### config.mk
export PLATFORM = sky130hd
export DESIGN_NAME = cw305_ascon_sched
export DESIGN_NICKNAME = d
export VERILOG_FILES = /design/src/rtl/ascon_sched_pkg.sv /design/src/rtl/ascon_sched_outbuf.sv /design/src/rtl/cw305_ascon_sched.sv
export SDC_FILE = /design/constraint.sdc
export NUM_CORES = 1
export LEC_CHECK = 0
export ABC_AREA = 1
export CORE_MARGIN = 1
export CORE_UTILIZATION = 46
export DETAILED_ROUTE_END_ITERATION = 10
export PLACE_DENSITY = 0.77
export SLEW_MARGIN = 10
export SYNTH_ARGS = -nofsm -noshare
export SYNTH_HDL_FRONTEND = slang
export SYNTH_SLANG_ARGS = --single-unit
export TNS_END_PERCENT = 20
### constraint.sdc
create_clock -name clk -period 1.8 [get_ports clk]
set_input_delay 0.45 -clock clk [delete_from_list [all_inputs] [get_ports clk]]
set_output_delay 0.45 -clock clk [all_outputs]
set_load 0.05 [all_outputs]
### src/rtl/ascon_sched_pkg.sv
`default_nettype none
// ============================================================================
// Module   : ascon_sched_pkg
// Brief    : Shared state encoding and default widths for the Ascon batch
//            sequencer.
// Revision : 1.0 - initial release
// ============================================================================
package ascon_sched_pkg;

    // Sequencer states
    typedef enum logic [2:0] {
        ST_IDLE  = 3'd0,
        ST_INIT  = 3'd1,
        ST_START = 3'd2,
        ST_RUN   = 3'd3,
        ST_GAP   = 3'd4
    } sched_state_t;

    // Default widths
    localparam int c_WORD_W    = 32;
    localparam int c_OUT_WORDS = 8;
    localparam int c_RUNS_W    = 16;
    localparam int c_TO_W      = 16;

endpackage : ascon_sched_pkg
`default_nettype wire

### src/rtl/ascon_sched_outbuf.sv
`default_nettype none
// ============================================================================
// Module   : ascon_sched_outbuf
// Brief    : Small output-word register file, one write port and a
//            registered read port (1-cycle read latency).
// Revision : 1.0 - initial release
// ============================================================================
module ascon_sched_outbuf
    import ascon_sched_pkg::*;
#(
    parameter int pWORD_W    = c_WORD_W,
    parameter int pOUT_WORDS = c_OUT_WORDS,
    parameter int pOA_W      = $clog2(pOUT_WORDS)
) (
    input  logic               clk,
    input  logic               rst,
    input  logic               we,
    input  logic [pOA_W-1:0]   waddr,
    input  logic [pWORD_W-1:0] wdata,
    input  logic [pOA_W-1:0]   rd_addr,
    output logic [pWORD_W-1:0] rd_data
);

    logic [pWORD_W-1:0] r_mem [pOUT_WORDS];

    // Storage array: cleared on reset, one write per cycle
    always_ff @(posedge clk or negedge rst) begin
        if (!rst) begin
            for (int i = 0; i < pOUT_WORDS; i++) begin
                r_mem[i] <= '0;
            end
        end else if (we) begin
            r_mem[waddr] <= wdata;
        end
    end

    // Registered read port
    always_ff @(posedge clk or negedge rst) begin
        if (!rst) begin
            rd_data <= '0;
        end else begin
            rd_data <= r_mem[rd_addr];
        end
    end

endmodule : ascon_sched_outbuf
`default_nettype wire

### src/rtl/cw305_ascon_sched.sv
`default_nettype none
// ============================================================================
// Module   : cw305_ascon_sched
// Brief    : Batch sequencer for the Ascon bridge. Runs the core N times
//            (init, start, wait busy, gap), captures output words, raises a
//            trigger window per run, enforces a per-run timeout and reports
//            sticky status for trace batching.
// Revision : 1.0 - initial release
// ============================================================================
module cw305_ascon_sched
    import ascon_sched_pkg::*;
#(
    parameter int pWORD_W    = c_WORD_W,
    parameter int pOUT_WORDS = c_OUT_WORDS,
    parameter int pRUNS_W    = c_RUNS_W,
    parameter int pTO_W      = c_TO_W,
    parameter int pOA_W      = $clog2(pOUT_WORDS)
) (
    input  logic               clk,
    input  logic               rst,
    input  logic               cmd_go,
    input  logic               cmd_abort,
    input  logic [pRUNS_W-1:0] cfg_runs,
    input  logic [7:0]         cfg_gap,
    input  logic [pTO_W-1:0]   cfg_timeout,
    output logic               core_init,
    output logic               core_start,
    input  logic               core_busy,
    input  logic               core_val,
    input  logic [7:0]         core_waddr,
    input  logic [pWORD_W-1:0] core_dout,
    input  logic [pOA_W-1:0]   out_rd_addr,
    output logic [pWORD_W-1:0] out_rd_data,
    output logic               sts_busy,
    output logic               sts_done,
    output logic               sts_timeout,
    output logic               sts_ovf,
    output logic [pRUNS_W-1:0] sts_run_cnt,
    output logic               trig_o
);

    localparam logic [7:0] c_OUT_LIMIT = 8'(pOUT_WORDS);

    sched_state_t       r_state;
    logic [pRUNS_W-1:0] r_runs_eff;
    logic [pTO_W-1:0]   r_to_cnt;
    logic [7:0]         r_gap_cnt;
    logic               r_seen_busy;

    logic               w_wr_ok;
    logic               w_wr_ovf;
    logic               w_run_done;
    logic               w_to_hit;
    logic [pRUNS_W-1:0] w_run_cnt_inc;

    assign w_wr_ok       = core_val && (core_waddr <  c_OUT_LIMIT);
    assign w_wr_ovf      = core_val && (core_waddr >= c_OUT_LIMIT);
    assign w_run_done    = r_seen_busy && !core_busy;
    assign w_to_hit      = (cfg_timeout != '0) && (r_to_cnt == cfg_timeout - pTO_W'(1));
    assign w_run_cnt_inc = (&sts_run_cnt) ? sts_run_cnt : sts_run_cnt + pRUNS_W'(1);
    assign sts_busy      = (r_state != ST_IDLE);

    // Sequencer FSM with registered pulses, trigger, counters and sticky status
    always_ff @(posedge clk or negedge rst) begin
        if (!rst) begin
            r_state     <= ST_IDLE;
            r_runs_eff  <= '0;
            r_to_cnt    <= '0;
            r_gap_cnt   <= '0;
            r_seen_busy <= 1'b0;
            core_init   <= 1'b0;
            core_start  <= 1'b0;
            trig_o      <= 1'b0;
            sts_done    <= 1'b0;
            sts_timeout <= 1'b0;
            sts_ovf     <= 1'b0;
            sts_run_cnt <= '0;
        end else begin
            core_init  <= 1'b0;
            core_start <= 1'b0;
            trig_o     <= 1'b0;
            if (cmd_abort && (r_state != ST_IDLE)) begin
                r_state <= ST_IDLE;
            end else begin
                case (r_state)
                    ST_IDLE: begin
                        if (cmd_go && !cmd_abort) begin
                            sts_done    <= 1'b0;
                            sts_timeout <= 1'b0;
                            sts_ovf     <= 1'b0;
                            sts_run_cnt <= '0;
                            r_runs_eff  <= (cfg_runs == '0) ? pRUNS_W'(1) : cfg_runs;
                            r_state     <= ST_INIT;
                            core_init   <= 1'b1;
                        end
                    end
                    ST_INIT: begin
                        r_state    <= ST_START;
                        core_start <= 1'b1;
                    end
                    ST_START: begin
                        r_state     <= ST_RUN;
                        r_seen_busy <= 1'b0;
                        r_to_cnt    <= '0;
                    end
                    ST_RUN: begin
                        if (core_busy) begin
                            r_seen_busy <= 1'b1;
                        end
                        r_to_cnt <= r_to_cnt + pTO_W'(1);
                        // Completion takes precedence over a coincident timeout
                        if (w_run_done) begin
                            sts_run_cnt <= w_run_cnt_inc;
                            if (w_run_cnt_inc == r_runs_eff) begin
                                sts_done <= 1'b1;
                                r_state  <= ST_IDLE;
                            end else begin
                                r_gap_cnt <= '0;
                                r_state   <= ST_GAP;
                            end
                        end else if (w_to_hit) begin
                            sts_timeout <= 1'b1;
                            r_state     <= ST_IDLE;
                        end else begin
                            trig_o <= core_busy;
                        end
                    end
                    ST_GAP: begin
                        if (r_gap_cnt == cfg_gap) begin
                            r_state   <= ST_INIT;
                            core_init <= 1'b1;
                        end else begin
                            r_gap_cnt <= r_gap_cnt + 8'd1;
                        end
                    end
                    default: begin
                        r_state <= ST_IDLE;
                    end
                endcase
            end
            // Overflow is recorded after the go-clear so a coincident bad write sticks
            if (w_wr_ovf) begin
                sts_ovf <= 1'b1;
            end
        end
    end

    ascon_sched_outbuf #(
        .pWORD_W    (pWORD_W),
        .pOUT_WORDS (pOUT_WORDS),
        .pOA_W      (pOA_W)
    ) u_outbuf (
        .clk     (clk),
        .rst     (rst),
        .we      (w_wr_ok),
        .waddr   (core_waddr[pOA_W-1:0]),
        .wdata   (core_dout),
        .rd_addr (out_rd_addr),
        .rd_data (out_rd_data)
    );

endmodule : cw305_ascon_sched
`default_nettype wire
==> results.py, run 1 <==
metrics = {
    "floorplan": {
        "die_w_um": 191,
        "core_area_um2": 34900,
        "die_area_um2": 36500,
        "start_util": 0.471,
        "die_h_um": 191,
        "num_rows": 68,
        "ios": 144,
    },
    "worst_setup_path": {
        "worstSetupPathType": "flop to flop",
        "reg2reg_depth": 16,
        "r2r_end": "r_gap_cnt[2]",
        "r2r_slack_ps": -410,
        "worst_ep_required_time_ps": 2210,
        "cp-start-kind": "flop",
        "critPathMaxFanout": 5,
        "worst_r2r_startpoint": "sts_run_cnt[1]",
        "crit_start": "sts_run_cnt[1]",
        "worstSetupEndpointType": "flop",
        "critPathArrivalTime_ps": 2630,
    },
    "power_and_ir_drop": {
        "p_seq_frac": 0.431,
        "p_comb_frac": 0.200,
        "p_switching_mw": 6.09,
        "p_int_mw": 14.7,
        "ir_worst_vdd_v": 0.000776,
        "power_density_nw_per_um2": 958,
        "clock_power_share": 0.369,
        "swShare": 0.293,
        "p_leak_nw": 10.1,
    },
    "placement": {
        "place.gp.congestion": 0.901,
        "port_buffers": 143,
        "hpwl_mm": 28.7,
    },
    "synthesis": {
        "synth_warnings": 0,
        "ys_types": 38,
        "netlist_instances": 2024,
        "synth.avg_cell_area_um2": 8.12,
        "synth_seq_area_share": 0.539,
        "ys_ff_latch": 354,
        "netlist_area_um2": 16400,
        "syn-num-nets": 2117,
    },
    "sta": {
        "maxSlewHeadroom": 0.744,
        "min_period_over_period": 1.23,
        "setup_violations": 28,
        "drv_slew": 0,
        "whs_ps": 380,
        "fin_ws_ps": -414,
        "fmax_mhz": 452,
        "fin_worst_skew_ps": 27.3,
        "layout_min_cycle_time_ps": 2210,
        "rsz0062_at_grt": "true",
        "finalHoldViolCount": 0,
        "worst_slew_pin_slew_ps": 384,
    },
    "routing": {
        "wl_met2_mm": 22.9,
        "dr_total_vias": 15300,
        "drt-wirelength-per-cell_um": 16.8,
        "postRouteAntennaNets": 0,
        "drcViolationCount": 0,
        "drtIter0Drc": 1504,
        "routed_wl_mm": 46.7,
        "firstDrtPassIters": 8,
        "drt-met1-wl_mm": 19.3,
        "route.met3.wl_mm": 3.57,
        "vias_per_cell": 5.51,
        "highest_layer": "met5",
    },
    "job": {
        "maxCapViolCount": 0,
    },
    "layout": {
        "post-route-util": 0.623,
        "drive_above_1_share": 0.201,
        "mostFrequentLayoutCells": "nand2_1, o21ai_0, dfrtp_1, nor2_1, buf_4",
        "final_common_cell": "nand2_1",
        "antenna_cells": 0,
        "area_growth_pct": 32.2,
        "nets": 2390,
    },
    "clock_network": {
        "cts_buffers": 38,
        "clk_latency_ps": 550,
        "cts_sinks": 354,
        "root_buffer": "clkbuf_16",
        "path_clk_slew_ps": 60,
        "cts_max_level": 2,
        "cts_tree": "done",
        "cts.path.max_buffers": 3,
    },
    "global_route": {
        "grt_first_pass_wirelength_mm": 72.7,
        "grt_pass1_vias": 14600,
        "antenna_found_initial": 1,
        "grt_start_max_net_pins": 65,
        "track_usage": 0.246,
        "gr-total-overflow": 0,
    },
    "outcome": {
        "violations": "setup timing",
        "status": "finished with violations",
    },
    "hold_path": {
        "hold_class": "primary input to async pin",
    },
}
-- per-layer routing --
layer	up-vias	track usage
met3	92	0.0376
li1	7220	-
met5	-	0
met2	632	0.419
met1	7377	0.326
met4	2	0.0625
-- power groups by stage --
| stage | clock [mW] | combinational, mW | sequential [mW] |
|---|---|---|---|
| 2_1_floorplan | 0 | 1.82 | 9.36 |
| 3_5_place_dp | 0 | 3.74 | 9.07 |
| 5_1_grt | 8.10 | 4.56 | 9.04 |
| 4_1_cts | 7.79 | 3.91 | 8.96 |
| 3_3_place_gp | 0 | 3.65 | 9.05 |
| 6_report | 7.68 | 4.16 | 8.98 |
-- worst max-delay path: stages (launching register included) --
cell	delay [ps]
dfrtp_2	400
ha_4	180
nand2_4	60
nor2_4	120
nand2_4	110
nor2_4	140
nand2_1	100
nand2_2	90
nand2_1	70
nand2_2	90
nand2_1	60
nor2_1	140
nand2_2	90
nor2_4	150
nand3_4	150
nand3_2	90
nand2_1	60
-- cell families after synthesis --
logic type	count (synthesis)	share of synthesized area
xor gates and xnor gates	35	0.0195
AOI/OAI and AO/OA	521	0.165
and+or+nand+nor	880	0.220
buffers and inverters	230	0.0539
adders and majority gates	4	0.00304
DFF	354	0.539
-- per-stage QoR --
step / total power [mW] / cell area (um2) / setup TNS (ps) / setup slack, ps / cells
6_report: 20.8 / 21700 / -5010 / -414 / 2779
5_1_grt: 21.7 / 21700 / -7590 / -532 / 2779
4_1_cts: 20.7 / 21100 / -3470 / -337 / 2757
3_5_place_dp: 12.8 / 19700 / -129390 / -715 / 2680
3_3_place_gp: 12.7 / 19700 / -121940 / -659 / 2680
2_1_floorplan: 11.2 / 16500 / -3790 / -288 / 2024
-- cell usage after synthesis (all sizes together) --
| cell type | n | area, um2 |
|---|---|---|
| a211oi | 1 | 7.51 |
| a21oi | 22 | 110 |
| a22o | 2 | 17.5 |
| a22oi | 1 | 7.51 |
| a31oi | 33 | 206 |
| and3 | 2 | 12.5 |
| buf | 7 | 48.8 |
| clkbuf | 95 | 357 |
| clkinv | 1 | 3.75 |
| dfrtp | 354 | 8860 |
| ha | 4 | 50.1 |
| inv | 127 | 477 |
| nand2 | 454 | 1730 |
| nand3 | 56 | 293 |
| nand3b | 6 | 45.0 |
| nand4 | 19 | 119 |
| nor2 | 314 | 1240 |
| nor3 | 17 | 96.4 |
| nor3b | 2 | 15.0 |
| nor4 | 4 | 25.0 |
| o211ai | 1 | 7.51 |
| o21ai | 426 | 2140 |
| o22ai | 35 | 219 |
| or2 | 6 | 37.5 |
| xnor2 | 15 | 131 |
| xnor3 | 1 | 22.5 |
| xor2 | 19 | 166 |
-- what timing repair did --
item	4_1_cts	5_1_grt
pin swaps	20	38
setup buffers	6	15
resized for setup	47	117
setup endpoints to repair	27	289
hold buffers	1	0
hold endpoints to repair	20	0
cloned	3	7
-- area by class of cell --
type | instances | area, um2
fillers | 2823 | 13200
flip-flops and latches | 354 | 8880
multi-input cells | 1443 | 7260
repair buffers | 332 | 3320
clock buffers | 64 | 1150
well taps | 455 | 569
inverters | 128 | 489
clock inverters | 3 | 66.3
-- how the worst max path moves through the flow --
stage,to,slack (ps),cells past startpoint
after CTS,r_gap_cnt[2],-340,15
final,r_gap_cnt[2],-410,16
after floorplan,r_gap_cnt[1],-290,15
after global placement,sts_timeout,-660,16
after global routing,r_gap_cnt[2],-530,17
after detailed placement,r_state[0],-710,15
-- sequential cells by signal (all words and copies together) (netlist names), 3 cells and up --
register and flops:
u_outbuf.r_mem 256, u_outbuf.rd_data 32, r_runs_eff 16, r_to_cnt 16
sts_run_cnt 16, r_gap_cnt 8, r_state 3
(Power assumes the default switching activity.)
==> run 2: changes to the inputs <==
--- a/config.mk
+++ b/config.mk
@@ -6,6 +6,7 @@
 export NUM_CORES = 1
 export LEC_CHECK = 0
 export ABC_AREA = 1
+export ABC_CLOCK_PERIOD_IN_PS = 1800
 export CORE_MARGIN = 1
 export CORE_UTILIZATION = 46
 export DETAILED_ROUTE_END_ITERATION = 10
@@ -14,4 +15,3 @@
 export SYNTH_ARGS = -nofsm -noshare
 export SYNTH_HDL_FRONTEND = slang
 export SYNTH_SLANG_ARGS = --single-unit
-export TNS_END_PERCENT = 20
==> results.py, run 2 (synthesis gave the netlist of run 1 again) <==
metrics = {
    "clock_network": {
        "clk_latency_ps": 550,
        "path_clk_slew_ps": 60,
        "root_buffer": "clkbuf_16",
        "cts.path.max_buffers": 3,
        "cts_tree": "done",
        "cts_buffers": 39,
        "cts_max_level": 2,
        "cts_sinks": 354,
    },
    "placement": {
        "port_buffers": 143,
        "place.gp.congestion": 0.924,
        "hpwl_mm": 28.4,
    },
    "worst_setup_path": {
        "worstSetupPathType": "flop to flop",
        "r2r_end": "r_gap_cnt[5]",
        "reg2reg_depth": 12,
        "path_cells": "ha_4 -> nand2_4 -> nor2_4 -> nand2_4 -> o21ai_0 -> nand3_1 -> nand2_1 -> nand4_1 -> nor2_4 -> nand3_4 -> nand3_2 -> nand2_2",
        "r2r_slack_ps": -440,
        "worstSetupEndpointType": "flop",
        "cp-start-kind": "flop",
        "worst_r2r_startpoint": "sts_run_cnt[1]",
        "slowest_stage": "dfrtp_2",
        "critPathArrivalTime_ps": 2650,
        "worst_ep_required_time_ps": 2210,
        "critPathMaxFanout": 5,
        "slowest_delay_ps": 400,
    },
    "layout": {
        "area_growth_pct": 35.6,
        "nFillCells": 2706,
        "largest-register": "u_outbuf.r_mem",
        "antenna_cells": 0,
        "regArea_um2": 8880,
        "reg_top3": "u_outbuf.r_mem: 256 flops, u_outbuf.rd_data: 32 flops",
        "largest_reg_flops": 256,
        "multiInputGateArea_um2": 7410,
        "final_common_cell": "nand2_1",
        "mostFrequentLayoutCells": "nand2_1, o21ai_0, dfrtp_1, nor2_1, buf_4",
        "nets": 2415,
        "drive_above_1_share": 0.216,
    },
    "outcome": {
        "violations": "setup timing",
        "status": "finished with violations",
    },
    "sta": {
        "finalHoldViolCount": 0,
        "drv_slew": 0,
        "fin_worst_skew_ps": 32.1,
        "rsz0062_at_grt": "true",
        "finalSetupTns_ps": -5360,
        "setup_violations": 31,
        "fin_ws_ps": -441,
        "layout_min_cycle_time_ps": 2240,
        "maxSlewHeadroom": 0.531,
        "fmax_mhz": 446,
        "min_period_over_period": 1.24,
        "worst_slew_pin_slew_ps": 702,
    },
    "floorplan": {
        "die_area_um2": 36500,
        "ios": 144,
        "start_util": 0.471,
        "core_area_um2": 34900,
        "num_rows": 68,
        "die_h_um": 191,
        "die_w_um": 191,
    },
    "job": {
        "maxCapViolCount": 0,
    },
    "routing": {
        "drcViolationCount": 0,
        "drtIter0Drc": 1671,
        "drt-wirelength-per-cell_um": 18.7,
        "dr_total_vias": 16000,
        "routed_wl_mm": 52.4,
        "firstDrtPassIters": 6,
        "vias_per_cell": 5.71,
        "postRouteAntennaNets": 0,
    },
    "global_route": {
        "antenna_found_initial": 1,
        "grt_pass1_vias": 14900,
        "grt_first_pass_wirelength_mm": 74.3,
        "gr-total-overflow": 0,
        "track_usage": 0.252,
        "grt_start_max_net_pins": 84,
    },
    "power_and_ir_drop": {
        "power_density_nw_per_um2": 949,
        "p_switching_mw": 6.24,
        "swShare": 0.295,
        "p_comb_frac": 0.204,
        "total_power_mw": 21.2,
        "p_seq_frac": 0.425,
        "p_int_mw": 14.9,
        "p_leak_nw": 10.5,
        "clock_power_share": 0.371,
        "ir_worst_vdd_v": 0.000911,
    },
    "hold_path": {
        "hold_class": "primary input to async pin",
    },
}
==> run 2: metrics by stage <==
stage          setup WS, ps  area, um2  std cells   util  hold WS, ps
6_report               -441      22300       2801  0.639          392
5_1_grt                -546      22300       2801  0.639          406
4_1_cts                -324      21300       2764  0.610          390
3_5_place_dp           -655      19500       2679  0.560          355
3_3_place_gp           -617      19500       2679  0.560          349
2_1_floorplan          -288      16500       2024      -          154
==> run 2: worst max path at each step <==
stage | startpoint | end | slack [ps] | cells after the start
after floorplan | sts_run_cnt[0] | r_gap_cnt[1] | -290 | 15
after global placement | cfg_timeout[5] | sts_timeout | -620 | 13
after detailed placement | cfg_timeout[5] | r_state[0] | -660 | 12
after CTS | sts_run_cnt[1] | r_gap_cnt[6] | -320 | 15
after global routing | sts_run_cnt[1] | r_gap_cnt[5] | -550 | 16
final | sts_run_cnt[1] | r_gap_cnt[5] | -440 | 12
==> run 2: critical path, delay by kind of cell, from the launching register on <==
family | cells | cell delay (ps)
adders and majority gates | 1 | 190
and+or+nand+nor | 10 | 1240
AOI/OAI and AO/OA | 1 | 270
DFF | 1 | 400
==> run 2: layout make-up <==
cell class	count	area share
Sequential cell	354	0.398
Clock inverter	10	0.00673
Tap cell	455	0.0255
Inverter	128	0.0223
Multi-Input combinational cell	1444	0.332
Clock buffer	55	0.0487
Timing Repair Buffer	355	0.166
==> run 2: per-layer routing <==
layer | vias to the layer above | global-route usage | share of wire
met5 | - | 0 | 0.00015
met4 | 2 | 0.0818 | 0.045
met3 | 197 | 0.0356 | 0.088
met2 | 833 | 0.419 | 0.48
met1 | 7708 | 0.339 | 0.39
li1 | 7264 | - | -
==> run 2: power groups by stage <==
stage | logic, mW | clock network, mW | registers, mW
2_1_floorplan | 1.82 | 0 | 9.36
3_3_place_gp | 3.58 | 0 | 9.06
3_5_place_dp | 3.69 | 0 | 9.07
4_1_cts | 4.02 | 7.91 | 8.95
5_1_grt | 4.71 | 8.23 | 9.06
6_report | 4.31 | 7.85 | 9.00
==> run 2: what timing repair did <==
action,CTS,global route
hold endpoints to repair,23,0
hold buffers,1,0
endpoints found under the setup margin,37,297
pin swaps,42,53
resized for setup,80,149
setup buffers,14,16
cloned,5,25
==> edit, RTL diff (settings of run 1) <==
Set the package constant `c_RUNS_W` to 14 (it was 16).
--- a/src/rtl/ascon_sched_pkg.sv
+++ b/src/rtl/ascon_sched_pkg.sv
@@ -19,7 +19,7 @@
     // Default widths
     localparam int c_WORD_W    = 32;
     localparam int c_OUT_WORDS = 8;
-    localparam int c_RUNS_W    = 16;
+    localparam int c_RUNS_W    = 14;
     localparam int c_TO_W      = 16;
 
 endpackage : ascon_sched_pkg
Interface: changed (resized cfg_runs and sts_run_cnt); port bits go from 144 to 140. The function was not compared with the original's and may differ.
==> edit against run 1 <==
  * The run still ends with negative setup slack left
  * Sequential cell count shrank 4
  * First-iteration DRC count grew 1.5%
  * Final area grew 0.66%
  * Routed wire length grew 3.6%
  * Total power grew 2.3%
  * Area after synthesis shrank 1.3%
  * Setup slack lost 0.082 ns
  * Sequential share of layout area shrank 0.75 points
  * Critical endpoint is now r_gap_cnt[5]
  * Largest power group unchanged
==> edit: results (changes against run 1) <==
| Metric | Value |
|---|---|
| Status | `finished with violations` |
| Number of signal-net buffers in the layout | `339 (+2.1%)` |
| Violations in the final reports | `negative setup slack` |
| Worst slew margin relative to its limit | `61.26% (-13 points)` |
| Clk power | `7.78 mW (+1%)` |
| HPWL after DPL | `28750 microns (+0.21%)` |
| Worst VDD drop | `0.7333 mV (-5.5%)` |
| Final weighted congestion in routability-driven placement | `0.8908 (-1.2%)` |
| Via count of the first global-routing pass | `14910 (+2.1%)` |
| Total Neg Setup Slack | `-5.765 ns (-0.7596 ns)` |
| Share of final layout cell area taken by clock buffers and inverters | `5.749% (+0.16 points)` |
| Total inserted antenna cells | `1 (+1)` |
| Grt met1 use | `33.24% (+0.60 points)` |
| First-pass GRT wire length | `74090 microns (+1.8%)` |
| Xor/xnor share of the synthesized area | `1.727% (-0.22 points)` |
| Count of non-CTS inverters in the layout | `130 (+1.6%)` |
| Number of instances in the placed design | `2643 (-1.4%)` |
| Critical path endpoint | `r_gap_cnt[5]` |
| Met1 routed wirelength after detailed routing | `19310 microns (-0.20%)` |
| Startpoint of the lowest-slack register-to-register path | `sts_run_cnt[0]` |
| Met3 wirelength from detailed routing | `3613 microns (+1.3%)` |
| Final design utilization | `63.16% (+0.87 points)` |
| Fraction of standard cell area in multi-input logic | `33.24% (-0.16 points)` |
| Data arrival time of the worst path | `2.69 ns (+0.06 ns)` |
| Buffers on Ports | `139 (-2.8%)` |
| Post-placement setup slack | `-0.7297 ns (-0.01469 ns)` |
| Net Count, Synth | `2084 (-1.6%)` |
| Antenna violations before repair | `0 (-1)` |
| Layout non-clock buf frac | `16.03% (+0.75 points)` |
| Fraction of standard cell area that is sequential | `40.11% (-0.75 points)` |
| Layout cells sized above 1 | `21.24% (+1.2 points)` |
| Final number of setup-violating endpoints | `33 (+18%)` |
| Multi-input combinational gate total | `1413 (-2.1%)` |
| Share of synthesized cell area in full adder, half adder and majority cells | `0.3083% (+0.0039 points)` |
| Gr usage total | `25.27% (+0.68 points)` |
| Global-route track usage on met3 | `3.320% (-0.44 points)` |
| Most frequent cells after synthesis | `sky130_fd_sc_hd__nand2_1, sky130_fd_sc_hd__o21ai_0, sky130_fd_sc_hd__dfrtp_1, sky130_fd_sc_hd__nor2_1, sky130_fd_sc_hd__inv_1` |
| Sequential cell area fraction in the yosys report | `53.95% (+0.069 points)` |
| Smallest hold slack | `0.4773 ns (+0.09781 ns)` |
| Final critical-path setup slack | `-0.4957 ns (-0.08156 ns)` |
| Biggest area contributors in the synthesized netlist | `sky130_fd_sc_hd__dfrtp_1, sky130_fd_sc_hd__o21ai_0, sky130_fd_sc_hd__nand2_1` |
| Post-Route Skew | `0.01937 ns (-0.007887 ns)` |
| Routed length on met2 | `23950 microns (+4.6%)` |
| Number of instances in the synthesized netlist | `1993 (-1.5%)` |
| Cell variety after synth | `40 (+5.3%)` |
| Placeable Area | `34630 sq um (-0.73%)` |
| WL final | `48360 microns (+3.6%)` |
| Met2 Resource Use GR | `42.97% (+1.0 points)` |
| Top fanout value on the critical path | `8 (+3)` |
| Top Layer Used | `met4` |
==> edit: changes by cell type in the layout (fill, tap and decap cells not counted), moves of 7 or more <==
cell,run 1,this run
sky130_fd_sc_hd__buf_6,11,23
sky130_fd_sc_hd__xnor2_1,13,20
sky130_fd_sc_hd__clkbuf_1,16,5
sky130_fd_sc_hd__o21ai_0,403,331
sky130_fd_sc_hd__nand2_2,34,26
sky130_fd_sc_hd__nand3_1,31,41
sky130_fd_sc_hd__clkinv_2,1,9
sky130_fd_sc_hd__nand2_1,411,393
sky130_fd_sc_hd__o21ai_1,13,81
sky130_fd_sc_hd__xor2_1,18,11
sky130_fd_sc_hd__buf_4,191,182
==> edit: what timing repair did <==
| item | in CTS | in global routing |
|---|---|---|
| endpoints found under the hold margin | 43 | 0 |
| setup endpoints to repair | 287 | 188 |
| cloned | 6 | 4 |
| hold buffers | 1 | 0 |
| pin swaps | 30 | 47 |
| gates resized for setup | 67 | 173 |
| buffers inserted | 19 | 17 |
